==> src/rtl/cvxif_pkg.sv <==
// Shared CV-X-IF interface constants used by the coprocessor blocks.
package cvxif_pkg;

  localparam int unsigned X_ID_WIDTH = 4;

endpackage

==> src/rtl/cvxif_instr_pkg.sv <==
// Types shared by the custom vector instruction sequencer and its queue.
package cvxif_instr_pkg;

  localparam int unsigned SeqXLen   = 32;
  localparam int unsigned VlenWidth = 4;

  typedef logic [VlenWidth-1:0]              vlen_t;
  typedef logic [cvxif_pkg::X_ID_WIDTH-1:0]  seq_id_t;
  typedef logic [SeqXLen-1:0]                seq_xlen_t;

  typedef enum logic [1:0] {
    VEC_ADD,
    VEC_SUB,
    VEC_MUL,
    VEC_SPLAT
  } custom_vec_op_e;

  typedef enum logic [1:0] {
    SEQ_IDLE,
    SEQ_EXEC,
    SEQ_RESULT
  } seq_state_e;

  typedef struct packed {
    seq_id_t        id;
    seq_xlen_t      rs1;
    custom_vec_op_e op;
    vlen_t          vlen;
    logic           wb;
    logic           committed;
    logic           killed;
  } seq_entry_t;

  // A vlen of zero still issues one element.
  function automatic vlen_t last_elem_idx(input vlen_t vlen);
    return (vlen == '0) ? '0 : vlen - vlen_t'(1);
  endfunction

endpackage

==> src/rtl/cvxif_seq_queue.sv <==
// In-order queue of accepted vector instructions with commit/kill id matching.
module cvxif_seq_queue
  import cvxif_instr_pkg::*;
#(
  parameter int unsigned Depth = 4
) (
  input  logic       clk_i,
  input  logic       rst_ni,
  input  logic       push_i,
  input  seq_entry_t push_entry_i,
  input  logic       pop_i,
  input  logic       commit_valid_i,
  input  seq_id_t    commit_id_i,
  input  logic       commit_kill_i,
  output logic       full_o,
  output logic       empty_o,
  output seq_entry_t head_o
);

  localparam int unsigned AW = $clog2(Depth);
  typedef logic [AW:0] ptr_t;

  ptr_t             wptr_q, rptr_q, count;
  seq_entry_t       mem_q [Depth];
  logic [AW-1:0]    offset [Depth];
  logic [Depth-1:0] slot_valid, slot_hit;
  seq_entry_t       new_entry;
  logic             do_push, push_hit;

  assign count   = wptr_q - rptr_q;
  assign full_o  = (wptr_q[AW-1:0] == rptr_q[AW-1:0]) && (wptr_q[AW] != rptr_q[AW]);
  assign empty_o = (wptr_q == rptr_q);
  assign head_o  = mem_q[rptr_q[AW-1:0]];
  assign do_push = push_i & ~full_o;
  assign push_hit = commit_valid_i && (commit_id_i == push_entry_i.id);

  // A commit in the enqueue cycle lands directly in the new entry's flags.
  always_comb begin
    // NOTE: every combinational output gets a default first so no path leaves it unassigned and infers a latch.
    new_entry           = push_entry_i;
    new_entry.committed = push_hit & ~commit_kill_i;
    new_entry.killed    = push_hit & commit_kill_i;
  end

  always_comb begin
    for (int i = 0; i < Depth; i++) begin
      offset[i]     = AW'(i) - rptr_q[AW-1:0];
      slot_valid[i] = ptr_t'({1'b0, offset[i]}) < count;
      slot_hit[i]   = slot_valid[i] && commit_valid_i && (mem_q[i].id == commit_id_i);
    end
  end

  always_ff @(posedge clk_i) begin
    // NOTE: sequential state uses non-blocking assignments so every register samples pre-edge values.
    if (!rst_ni) begin
      wptr_q <= '0;
      rptr_q <= '0;
    end else begin
      if (do_push) wptr_q <= wptr_q + ptr_t'(1);
      if (pop_i)   rptr_q <= rptr_q + ptr_t'(1);
    end
  end

  always_ff @(posedge clk_i) begin
    if (!rst_ni) begin
      // NOTE: only the flags are reset; payload fields are don't-care until a push writes them.
      for (int i = 0; i < Depth; i++) begin
        mem_q[i].committed <= 1'b0;
        mem_q[i].killed    <= 1'b0;
      end
    end else begin
      for (int i = 0; i < Depth; i++) begin
        if (slot_hit[i]) begin
          if (commit_kill_i) mem_q[i].killed    <= 1'b1;
          else               mem_q[i].committed <= 1'b1;
        end
      end
      if (do_push) mem_q[wptr_q[AW-1:0]] <= new_entry;
    end
  end

endmodule

==> src/rtl/cvxif_vec_sequencer.sv <==
// Expands committed custom vector instructions into per-element lane commands.
// Define CVXIF_SEQ_PERF_EN to add saturating retired/killed performance counters.
module cvxif_vec_sequencer
  import cvxif_instr_pkg::*;
#(
  parameter int unsigned QueueDepth = 4,
  parameter int unsigned IdWidth    = cvxif_pkg::X_ID_WIDTH,
  parameter int unsigned XLen       = 32
) (
  input  logic               clk_i,
  input  logic               rst_ni,
  input  logic               issue_valid_i,
  output logic               issue_ready_o,
  input  logic [IdWidth-1:0] issue_id_i,
  input  logic [XLen-1:0]    issue_rs1_i,
  input  custom_vec_op_e     issue_op_i,
  input  vlen_t              issue_vlen_i,
  input  logic               issue_wb_i,
  input  logic               commit_valid_i,
  input  logic [IdWidth-1:0] commit_id_i,
  input  logic               commit_kill_i,
  output logic               elem_valid_o,
  output vlen_t              elem_idx_o,
  output custom_vec_op_e     elem_op_o,
  output logic [XLen-1:0]    elem_opnd_o,
  output logic               result_valid_o,
  input  logic               result_ready_i,
  output logic [IdWidth-1:0] result_id_o,
  output logic [XLen-1:0]    result_data_o,
  output logic               busy_o
`ifdef CVXIF_SEQ_PERF_EN
  ,
  output logic [31:0]        perf_retired_o,
  output logic [31:0]        perf_killed_o
`endif
);

  seq_state_e     state_q, state_d;
  vlen_t          cnt_q;
  seq_id_t        w_id_q;
  seq_xlen_t      w_rs1_q;
  custom_vec_op_e w_op_q;
  vlen_t          w_vlen_q;
  logic           w_wb_q;
  seq_entry_t     head, push_entry;
  logic           full, empty, pop, start, kill_pop, last_elem;

  assign push_entry = '{id: issue_id_i, rs1: issue_rs1_i, op: issue_op_i, vlen: issue_vlen_i,
                        wb: issue_wb_i, committed: 1'b0, killed: 1'b0};

  cvxif_seq_queue #(.Depth(QueueDepth)) u_queue (
    .clk_i          (clk_i),
    .rst_ni         (rst_ni),
    .push_i         (issue_valid_i),
    .push_entry_i   (push_entry),
    .pop_i          (pop),
    .commit_valid_i (commit_valid_i),
    .commit_id_i    (commit_id_i),
    .commit_kill_i  (commit_kill_i),
    .full_o         (full),
    .empty_o        (empty),
    .head_o         (head)
  );

  assign issue_ready_o = ~full;
  assign last_elem     = (cnt_q == last_elem_idx(w_vlen_q));
  assign busy_o        = ~empty | (state_q != SEQ_IDLE);

  always_ff @(posedge clk_i) begin
    if (!rst_ni) begin
      state_q  <= SEQ_IDLE;
      cnt_q    <= '0;
      w_id_q   <= '0;
      w_rs1_q  <= '0;
      w_op_q   <= VEC_ADD;
      w_vlen_q <= '0;
      w_wb_q   <= 1'b0;
    end else begin
      state_q <= state_d;
      if (start) begin
        cnt_q    <= '0;
        w_id_q   <= head.id;
        w_rs1_q  <= head.rs1;
        w_op_q   <= head.op;
        w_vlen_q <= head.vlen;
        w_wb_q   <= head.wb;
      end else if (state_q == SEQ_EXEC) begin
        cnt_q <= cnt_q + vlen_t'(1);
      end
    end
  end

  // Kill takes priority if an id was both killed and committed.
  always_comb begin
    state_d  = state_q;
    pop      = 1'b0;
    start    = 1'b0;
    kill_pop = 1'b0;
    unique case (state_q)
      SEQ_IDLE: begin
        if (!empty && head.killed) begin
          pop      = 1'b1;
          kill_pop = 1'b1;
        end else if (!empty && head.committed) begin
          pop     = 1'b1;
          start   = 1'b1;
          state_d = SEQ_EXEC;
        end
      end
      SEQ_EXEC:   if (last_elem) state_d = w_wb_q ? SEQ_RESULT : SEQ_IDLE;
      SEQ_RESULT: if (result_ready_i) state_d = SEQ_IDLE;
      default:    state_d = SEQ_IDLE;
    endcase
  end

  always_comb begin
    elem_valid_o   = 1'b0;
    elem_idx_o     = '0;
    elem_op_o      = VEC_ADD;
    elem_opnd_o    = '0;
    result_valid_o = 1'b0;
    result_id_o    = '0;
    result_data_o  = '0;
    unique case (state_q)
      SEQ_EXEC: begin
        elem_valid_o = 1'b1;
        elem_idx_o   = cnt_q;
        elem_op_o    = w_op_q;
        elem_opnd_o  = w_rs1_q;
      end
      SEQ_RESULT: begin
        result_valid_o = 1'b1;
        result_id_o    = w_id_q;
        result_data_o  = w_rs1_q;
      end
      default: ;
    endcase
  end

`ifdef CVXIF_SEQ_PERF_EN
  always_ff @(posedge clk_i) begin
    if (!rst_ni) begin
      perf_retired_o <= '0;
      perf_killed_o  <= '0;
    end else begin
      if (state_q == SEQ_EXEC && last_elem && perf_retired_o != '1)
        perf_retired_o <= perf_retired_o + 32'd1;
      if (kill_pop && perf_killed_o != '1)
        perf_killed_o <= perf_killed_o + 32'd1;
    end
  end
`endif

endmodule

==> config.mk <==
export PLATFORM = sky130hd
export DESIGN_NAME = cvxif_vec_sequencer
export DESIGN_NICKNAME = d
export VERILOG_FILES = /design/src/rtl/cvxif_pkg.sv /design/src/rtl/cvxif_instr_pkg.sv /design/src/rtl/cvxif_seq_queue.sv /design/src/rtl/cvxif_vec_sequencer.sv
export SDC_FILE = /design/constraint.sdc
export NUM_CORES = 1
export LEC_CHECK = 0
export ABC_AREA = 1
export CORE_ASPECT_RATIO = 0.7
export CORE_MARGIN = 2
export CORE_UTILIZATION = 40
export CTS_CLUSTER_DIAMETER = 50
export DETAILED_ROUTE_END_ITERATION = 7
export PLACE_DENSITY = 0.67
export SETUP_SLACK_MARGIN = 0.1
export SLEW_MARGIN = 20
export SYNTH_ARGS = -nofsm -noshare
export SYNTH_HDL_FRONTEND = slang
export SYNTH_SLANG_ARGS = --single-unit
export TNS_END_PERCENT = 50
==> constraint.sdc <==
create_clock -name clk_i -period 4 [get_ports clk_i]
set_clock_uncertainty 0.05 [all_clocks]
set_input_delay 0.8 -clock clk_i [delete_from_list [all_inputs] [get_ports clk_i]]
set_output_delay 0.8 -clock clk_i [all_outputs]
set_load 0.05 [all_outputs]
==> results.py <==
metrics = {
    "run_status": {
        "status": "completed",
    },
    "layout": {
        "nets": 1415,
        "synthToLayoutAreaGrowth_pct": 22.2,
        "insertedDiodeCount": 0,
        "fin_area_um2": 13400,
        "layout-drive-gt1-share_pct": 5.85,
        "fillers": 2527,
    },
    "route": {
        "wl_met1_um": 13900,
        "drc_errors": 0,
        "dr.pass1.iters": 5,
        "drtIter0Drc": 705,
        "ant_nets": 0,
        "dr_wl_met3_um": 2230,
        "wl_met2_um": 12400,
        "wl_um": 28900,
        "viasPerCell": 5.02,
        "num_vias": 8688,
        "wl_per_cell_um": 16.7,
        "top_layer": "met4",
    },
    "logic_synthesis": {
        "yosysTopAreaCellShare_pct": 48.1,
        "async_flop_share_pct": 0,
        "syn_nets": 1309,
        "synth.most_common_cell": "nor2_1",
        "synth-seq-cells": 237,
        "ys_types": 29,
        "synthCells": 1241,
        "synth-edff-count": 175,
        "synth-main-ff-cell": "edfxtp_1",
        "synthTopCellsByArea": "edfxtp_1 (48%), nor2_1 (15%), dfxtp_1 (11%)",
        "ys_top_cells_by_count": "nor2_1 (442), edfxtp_1 (175), o21ai_0 (149)",
        "syn_avg_cell_area_um2": 8.81,
        "yosysTopAreaCell": "edfxtp_1",
        "syn_area_um2": 10900,
        "synth-seq-area-share_pct": 59.4,
        "yosysWarnings": 0,
    },
    "sta": {
        "fmax_mhz": 284,
        "setup_viol": 0,
        "period_share_pct": 87.9,
        "rsz0062_at_grt": "false",
        "hold_slack_ns": 0.434,
        "period_needed_ns": 3.52,
        "fin_ws_ns": 0.483,
        "tightest_slew_ns": 1.01,
        "setup_tns_ns": 0,
        "max_slew_margin_pct": 32.8,
        "drv_slew": 0,
        "hold_violations": 0,
    },
    "grt": {
        "antenna_found_initial": 0,
        "grt_max_degree": 88,
        "grt_overflow": 0,
        "grtUsageTotal_pct": 20.0,
        "grt_pass1_vias": 8325,
        "grt_pass1_wl_um": 45600,
    },
    "worst_setup_path": {
        "worstPathArrival_ns": 2.67,
        "r2r-start": "u_queue.wptr_q[0]$_SDFFE_PN0P_",
        "worstPathRequired_ns": 3.15,
        "r2r-end": "u_queue.mem_q[1][0]$_DFFE_PP_",
        "path_buf_inv": 4,
        "worstSetupPathType": "flop to output port",
        "critPathLaunchType": "flop",
        "worstRegToRegCells": 13,
        "crit_chain": "inv_1, nor2_2, clkinvlp_4, buf_4, nor2_1, clkdlybuf4s50_1",
        "end_kind": "output port",
        "worst-path-max-fanout": 10,
        "cp_slowest_cell": "clkdlybuf4s50_1",
        "slowest_delay_ns": 0.82,
        "cp_num_cells": 6,
        "cpLargestDelayFamily": "buffers and inverters",
        "rrSetupSlack_ns": 1.03,
    },
    "clocking": {
        "cts_tree": "built",
        "clk_pin_slew_ns": 0.06,
        "clk_latency_ns": 0.53,
        "htreeDepth": 1,
        "clock_sinks": 237,
        "cts_buffer_depth": 3,
        "root_buffer": "clkbuf_16",
        "cts_hold_buf": 0,
        "numCtsBuffers": 26,
    },
    "power": {
        "p_per_area_nw_per_um2": 532,
        "power_mw": 7.12,
        "peakVddDrop_mv": 0.303,
        "leakagePower_nw": 4.95,
    },
    "worst_hold_path": {
        "hold_path_end": "u_queue.mem_q[3][0]$_DFF_P_",
        "hold_start": "u_queue.mem_q[3][0]$_DFF_P_",
        "hold_depth": 2,
        "hold_class": "flop to flop",
    },
    "floorplanning": {
        "ios": 131,
        "start_util_pct": 40.8,
        "die_area_um2": 28700,
        "die_h_um": 142,
        "core_area_um2": 26800,
        "die_w_um": 202,
        "row_count": 50,
    },
    "placed_design": {
        "placed_cell_area_um2": 12500,
        "io_buffers": 130,
        "dp_slack_ns": 0.794,
        "dp_hpwl_um": 16800,
        "gp_congestion": 0.851,
    },
    "job": {
        "max-cap-violations": 0,
    },
}
tightest hold or removal path, delay by kind of cell (launching register included):
kind	cells	cell delay [ns]
compound gates	1	0.09
flops	1	0.32
simple gates	1	0.05
report_power, final:
part / total (mW) / switching (mW) / internal, mW
registers: 3.04 / 0.161 / 2.88
clock network: 2.32 / 0.984 / 1.33
logic: 1.76 / 1.22 / 0.536
total: 7.12 / 2.37 / 4.75
state kept, by name, indices dropped and copies added, names as in the netlist, named ones only:
signal	count
w_op_q	2
u_queue.rptr_q	3
w_wb_q	1
u_queue.wptr_q	3
w_vlen_q	4
u_queue.mem_q	180
state_q	2
w_id_q	4
cnt_q	4
w_rs1_q	32
timing repair:
item | CTS | global route
gates resized for setup | 0 | 2
setup buffers | 0 | 1
endpoints found under the setup margin | 0 | 13
layout make-up:
class / instances / area (um2) / share of cell area, %
Multi-Input combinational cell: 804 / 3630 / 27.1
Sequential cell: 237 / 6500 / 48.6
Timing Repair Buffer: 145 / 1450 / 10.8
Tap cell: 364 / 455 / 3.41
Clock inverter: 12 / 111 / 0.833
Clock buffer: 36 / 718 / 5.37
Inverter: 133 / 503 / 3.76
how the worst max path moves through the flow:
stage | endpoint | startpoint
final | elem_opnd_o[24] | state_q[0]$_SDFFE_PN0P_
after global routing | elem_opnd_o[13] | state_q[0]$_SDFFE_PN0P_
after CTS | elem_opnd_o[13] | state_q[0]$_SDFFE_PN0P_
after detailed placement | elem_opnd_o[13] | state_q[0]$_SDFFE_PN0P_
after global placement | elem_opnd_o[18] | state_q[0]$_SDFFE_PN0P_
after floorplan | elem_opnd_o[10] | state_q[0]$_SDFFE_PN0P_
stage by stage:
step	utilization, %	cells
2_1_floorplan	-	1241
3_3_place_gp	46.8	1682
3_5_place_dp	46.8	1682
4_1_cts	49.9	1730
5_1_grt	49.9	1731
6_report	49.9	1731
cells in the final DEF (no fill, tap or decap), types with 7 or more instances in the layout:
cell type | synthesis | final
a21oi_1 | 17 | 17
buf_4 | 0 | 15
clkbuf_1 | 35 | 7
clkbuf_16 | 0 | 26
clkdlybuf4s50_1 | 0 | 125
dfxtp_1 | 62 | 60
edfxtp_1 | 175 | 175
ha_1 | 14 | 14
inv_1 | 129 | 125
inv_2 | 4 | 7
nand2_1 | 89 | 87
nand3_1 | 20 | 20
nor2_1 | 442 | 441
o21ai_0 | 149 | 149
o22ai_1 | 42 | 42
routing by layer:
metal / vias up / global-route usage, %
li1: 4242 / -
met1: 4100 / 29.9
met2: 322 / 30.9
met3: 24 / 3.59
met4: 0 / 3.60
met5: - / 0
logic make-up after synthesis:
group | synth area share (%)
simple gates | 20.2
compound gates | 10.4
flops | 59.4
buf+inv | 7.47
fa+ha+maj | 1.79
xor+xnor | 0.721
Note: power is estimated with default switching activity, not from simulation.
